### src/rtl/crc_pkg.sv
// Shared CRC-16/MODBUS constants and the byte-update function used by the
// transmit and receive CRC instances as well as by reference models.
package crc_pkg;

    localparam logic [15:0] MODBUS_CRC_POLY = 16'hA001;
    localparam logic [15:0] MODBUS_CRC_INIT = 16'hFFFF;

    // Fold one byte into a reflected CRC-16 with an arbitrary generator.
    // The loop has a constant trip count, so it unrolls into one level of
    // combinational logic.
    function automatic logic [15:0] crc16_byte_poly(input logic [15:0] crc,
                                                    input logic [7:0]  data,
                                                    input logic [15:0] poly);
        logic [15:0] c;
        c = crc ^ {8'h00, data};
        for (int i = 0; i < 8; i++) begin
            if (c[0]) begin
                c = (c >> 1) ^ poly;
            end else begin
                c = c >> 1;
            end
        end
        return c;
    endfunction

    // Fold one byte into a CRC-16/MODBUS register.
    function automatic logic [15:0] crc16_byte(input logic [15:0] crc,
                                               input logic [7:0]  data);
        return crc16_byte_poly(crc, data, MODBUS_CRC_POLY);
    endfunction

endpackage

### src/rtl/crc.sv
// Byte-wide CRC-16 accumulator (MODBUS by default). One byte per cycle when
// crc_en is high; crc_out is the register itself with no combinational
// path from the inputs. rst presets the register asynchronously.
module crc
    import crc_pkg::*;
#(
    parameter logic [15:0] POLY = MODBUS_CRC_POLY,
    parameter logic [15:0] INIT = MODBUS_CRC_INIT
) (
    input  logic        clk,
    input  logic        rst,
    input  logic [7:0]  data_in,
    input  logic        crc_en,
    output logic [15:0] crc_out
);

    logic [15:0] crc_d;
    logic [15:0] crc_q;

    // Next CRC value: advance by one whole byte when enabled, else hold.
    always_comb begin
        crc_d = crc_q;
        if (crc_en) begin
            crc_d = crc16_byte_poly(crc_q, data_in, POLY);
        end
    end

    // CRC register; reset takes priority over an enabled byte.
    always_ff @(posedge clk or posedge rst) begin
        if (rst) begin
            crc_q <= INIT;
        end else begin
            crc_q <= crc_d;
        end
    end

    assign crc_out = crc_q;

endmodule

### config.mk
export PLATFORM = sky130hd
export DESIGN_NAME = crc
export DESIGN_NICKNAME = d
export VERILOG_FILES = /design/src/rtl/crc_pkg.sv /design/src/rtl/crc.sv
export SDC_FILE = /design/constraint.sdc
export NUM_CORES = 1
export LEC_CHECK = 0
export ABC_AREA = 0
export CORE_UTILIZATION = 39
export DETAILED_ROUTE_END_ITERATION = 10
export HOLD_SLACK_MARGIN = 0.15
export PLACE_DENSITY_LB_ADDON = 0.25
export RECOVER_POWER = 25
export SKIP_LAST_GASP = 1
export SLEW_MARGIN = 20
export SYNTH_ARGS = -nofsm -noshare
export SYNTH_HDL_FRONTEND = slang
export SYNTH_SLANG_ARGS = --single-unit
### constraint.sdc
create_clock -name clk -period 1.88 [get_ports clk]
set_clock_uncertainty 0.15 [all_clocks]
set_input_delay 0.376 -clock clk [delete_from_list [all_inputs] [get_ports clk]]
set_output_delay 0.376 -clock clk [all_outputs]
set_load 0.05 [all_outputs]
# Word level (Yosys, flattened, before mapping)
# Index checks and enable logic that the tools add are counted.
# word_totals
reg_bits	16
in_bits	11
output_inout_bits	16
word_cells	25
# classes
muxes	15
bitwise_logic	9
# ops
op	n
$mux 16	15
$not 2->3	8
$xor 16x8->16	1

# Longest topological paths before layout
# depth
ltp_word	24
mapped_depth	5
depth_no_buf	5

# Worst setup path before layout
# Ideal clock, no wire load.
# synth_timing
path_kind	register -> register
startpoint	register crc_q[0] (netlist: crc_out[0])
endpoint	register crc_q[0] (netlist: crc_out[0])
setup_time_ns	0.082
arrival_time_ns	2.031
required_time_ns	1.648
setup_slack_ns	-0.383
path_stages_with_launch	6
path_buffers	0
synth_period_minus_slack_ns	2.263
cell_sequence	dfstp_2 xnor2_1 xnor2_1 xor3_2 xor3_1 mux2_2
# synth_between
elab_chain_len	16
# synth_lines
item	line_no	source
start: declaration	crc.sv:18	logic [15:0] crc_q;
start signal: assignment	crc.sv:33	crc_q <= crc_d;
$xor 16x8->16	crc_pkg.sv:15	c = crc ^ {8'h00, data};
$mux 16	crc_pkg.sv:17	if (c[0]) begin
$mux 16	crc.sv:23	if (crc_en) begin
$mux 16	crc_pkg.sv:17	
$mux 16	crc.sv:23	
$mux 16	crc_pkg.sv:17	
$mux 16	crc.sv:23	
$mux 16	crc_pkg.sv:17	
$mux 16	crc.sv:23	
$mux 16	crc_pkg.sv:17	
$mux 16	crc.sv:23	
$mux 16	crc_pkg.sv:17	
$mux 16	crc.sv:23	
$mux 16	crc_pkg.sv:17	
$mux 16	crc.sv:23	
$mux 16	crc_pkg.sv:17	
# Every way passes these cells. The select of a mux whose other input is x is not followed.
# A chain may end at the register's enable or synchronous reset.

# Final worst setup path
# layout_timing
startpoint	input data_in[2]
endpoint	register crc_q[0] (netlist: crc_out[0])
# layout_between
elab_chain_len	17
# layout_lines
item	line_no	source
start: declaration	crc.sv:12	input logic [7:0] data_in,
$xor 16x8->16 *	crc_pkg.sv:15	
$mux 16 *	crc_pkg.sv:17	
$mux 16 *	crc.sv:23	
$not 2->3 (no source line)	n/a	
$mux 16 *	crc_pkg.sv:17	
$mux 16 *	crc.sv:23	
$mux 16 *	crc_pkg.sv:17	
$mux 16 *	crc.sv:23	
$mux 16 *	crc_pkg.sv:17	
$mux 16 *	crc.sv:23	
$mux 16 *	crc_pkg.sv:17	
$mux 16 *	crc.sv:23	
$mux 16 *	crc_pkg.sv:17	
$mux 16 *	crc.sv:23	
$mux 16 *	crc_pkg.sv:17	
$mux 16 *	crc.sv:23	
$mux 16 *	crc_pkg.sv:17	
# Every way passes the cells marked *; elsewhere a longest branch is shown, timed or not. The select of a mux whose other input is x is not followed.

==> impl_metrics.py <==
metrics = {
    "logic_synthesis": {
        "synthTopCellsByCount": "19 x xnor2_1, 16 x dfstp_2, 8 x a21oi_1, 8 x mux2_2, 8 x nor2_1",
        "synth_top_cell_area_share_pct": 51.9,
        "async_flop_share_pct": 100,
        "synth_cell_types": 9,
        "netlist_instances": 65,
        "ys_ff_latch": 16,
        "synth_flop_cell": "dfstp_2",
        "syn_nets": 76,
        "avgSynthCellArea_um2": 12.5,
        "ys.warnings.count": 0,
        "synth_edf_count": 0,
        "synth.area.top_cells": "dfstp_2 52%, xnor2_1 21%, mux2_2 11%, a21oi_1 4.9%, nor2_1 3.7%",
        "yosysTopAreaCell": "dfstp_2",
        "synth_most_common_cell": "xnor2_1",
        "ys_seq_area_share_pct": 51.9,
        "mappedNetlistArea_um2": 811,
    },
    "final_layout": {
        "largest_reg_flops": 16,
        "fillers": 142,
        "n_antenna_cell": 0,
        "multi_input_area_um2": 447,
        "regArea_um2": 420,
        "area_growth_pct": 87.2,
        "final_net_count": 123,
        "drive_gt1_share_pct": 64.9,
        "final_area_um2": 1520,
    },
    "sta": {
        "final_hold_viol_count": 0,
        "worst_slew_pin_slew_ns": 0.593,
        "relSlewSlack_pct": 60.5,
        "timing.final.crit_share_pct": 109,
        "setup_viol": 3,
        "drv_slew": 0,
        "min_period_ns": 2.04,
        "rsz0062_at_grt": "yes",
        "timing.hold.ws_ns": 0.378,
        "fin_tns_setup_ns": -0.405,
        "finalWorstSetupSlack_ns": -0.164,
        "timing.fmax_mhz": 489,
    },
    "drt": {
        "first_iter_violations": 5,
        "ant_nets": 0,
        "first_pass_iters": 3,
        "wl_um": 1900,
        "wl_per_cell_um": 13.8,
        "vias_per_cell": 4.51,
        "vias": 622,
        "route.detailed.drc": 0,
    },
    "global_routing": {
        "first_global_vias": 631,
        "grt.total_usage_pct": 18.7,
        "grt-ovfl-total": 0,
        "grt_pass1_wl_um": 2730,
        "grt_max_degree": 25,
        "antenna_found_initial": 0,
    },
    "worst_setup_path": {
        "cpPeakStageDelay_ns": 0.44,
        "cp.arrival_ns": 2.12,
        "cp_common_cell": "xnor2_2",
        "startpoint_type": "input port",
        "slowest_stage": "clkdlybuf4s50_1",
        "crit_path_cell_trace": "clkdlybuf4s50_1 -> xnor2_2 -> xnor2_2 -> xor3_2 -> xor3_1 -> mux2_4",
        "path_class": "in2reg",
        "endpoint_kind": "register",
        "required_ns": 1.96,
        "path_max_fanout": 2,
    },
    "floorplanning": {
        "die-area_um2": 2270,
        "die_h_um": 47.6,
        "initial_core_util_pct": 41.3,
        "rows": 16,
        "io_pins": 27,
        "core-area_um2": 1960,
        "die_w_um": 47.6,
    },
    "cts": {
        "numCtsBuffers": 3,
        "clockRootBuffer": "clkbuf_4",
        "clk_latency_ns": 0.29,
        "cts_tree": "built",
        "cts_max_level": 1,
        "clkTransAtPathRegs_ns": 0.10,
        "clockBufferDepth": 2,
        "clock_sinks": 16,
    },
    "outcome": {
        "outcome": "finished with violations",
        "violations": "negative setup slack",
    },
    "placed_design": {
        "io_buffer_count": 26,
        "post_dp_cell_area_um2": 1410,
        "gp_congestion": 0.765,
        "dp_hpwl_um": 1350,
    },
    "hold_path": {
        "hold_class": "reg2reg",
    },
    "flow_run": {
        "cap_viol_max_count": 0,
    },
}
[placed cells by master, fill, tap and decap left out, drive strengths merged]
| master | n |
|---|---|
| clkdlybuf4s50 | 7 |
| inv | 1 |
| xor3 | 2 |
| a21oi | 8 |
| dlygate4sd3 | 1 |
| clkbuf | 4 |
| buf | 35 |
| dfstp | 16 |
| mux2 | 8 |
| nor2 | 8 |
| xnor2 | 19 |
| dlygate4sd2 | 2 |
[metrics by stage]
stage	instances	setup slack, ns	util (%)
2_1_floorplan	65	-0.307	-
3_3_place_gp	132	-0.471	71.8
3_5_place_dp	132	-0.525	71.8
4_1_cts	137	-0.169	75.1
5_1_grt	138	-0.197	77.4
6_report	138	-0.164	77.4
[critical path: cells and delay by family]
family / cells / cell delay, ns
muxes: 1 / 0.27
buffers and inverters: 1 / 0.44
xor gates and xnor gates: 4 / 1.03
[layer usage]
layer | wire, um | global-route usage, % | part of all wire [%]
met5 | 0 | 0 | 0
met4 | 29 | 8.33 | 1.5
met3 | 79 | 4.53 | 4.2
met2 | 1050 | 34.2 | 55
met1 | 741 | 20.3 | 39
[cell type report]
| type | count | share of cell area [%] |
|---|---|---|
| clock buffer | 4 | 2.39 |
| multi-input combinational | 45 | 29.4 |
| tap | 27 | 2.23 |
| timing repair buffer | 45 | 38.0 |
| inverter | 1 | 0.247 |
| sequential | 16 | 27.7 |
[logic make-up (layout without fill, tap and decap cells)]
logic type,count (synthesis),count (layout),synth area share [%]
buffers and inverters,4,50,1.85
AND/OR/NAND/NOR,8,8,3.70
flip-flops,16,16,51.9
multiplexers,8,8,11.1
AO/OA/AOI/OAI,8,8,4.94
XOR/XNOR,21,21,26.5
[what timing repair did]
action,CTS,global route
gates resized for setup,5,6
pin swaps,4,5
hold buffers,0,0
setup buffers,1,1
endpoints found under the setup margin,3,3
[path summary, 6_finish.rpt]
kind / to / cells after the start / slack (ns) / start
worst max-delay path: crc_out[0] / 6 / -0.16 / data_in[2]
worst min register to register: crc_out[9] / 2 / 0.38 / crc_out[9]
max in group asynchronous: crc_out[15] / 2 / 0.78 / rst
min in group asynchronous: crc_out[3] / 2 / 0.77 / rst
worst max register to register: crc_out[0] / 5 / -0.16 / crc_out[5]
worst min-delay path: crc_out[9] / 2 / 0.38 / crc_out[9]
Power is left out: the tool's default activity adds up to more than one toggle a clock period on the data nets, which glitch-free logic cannot reach.
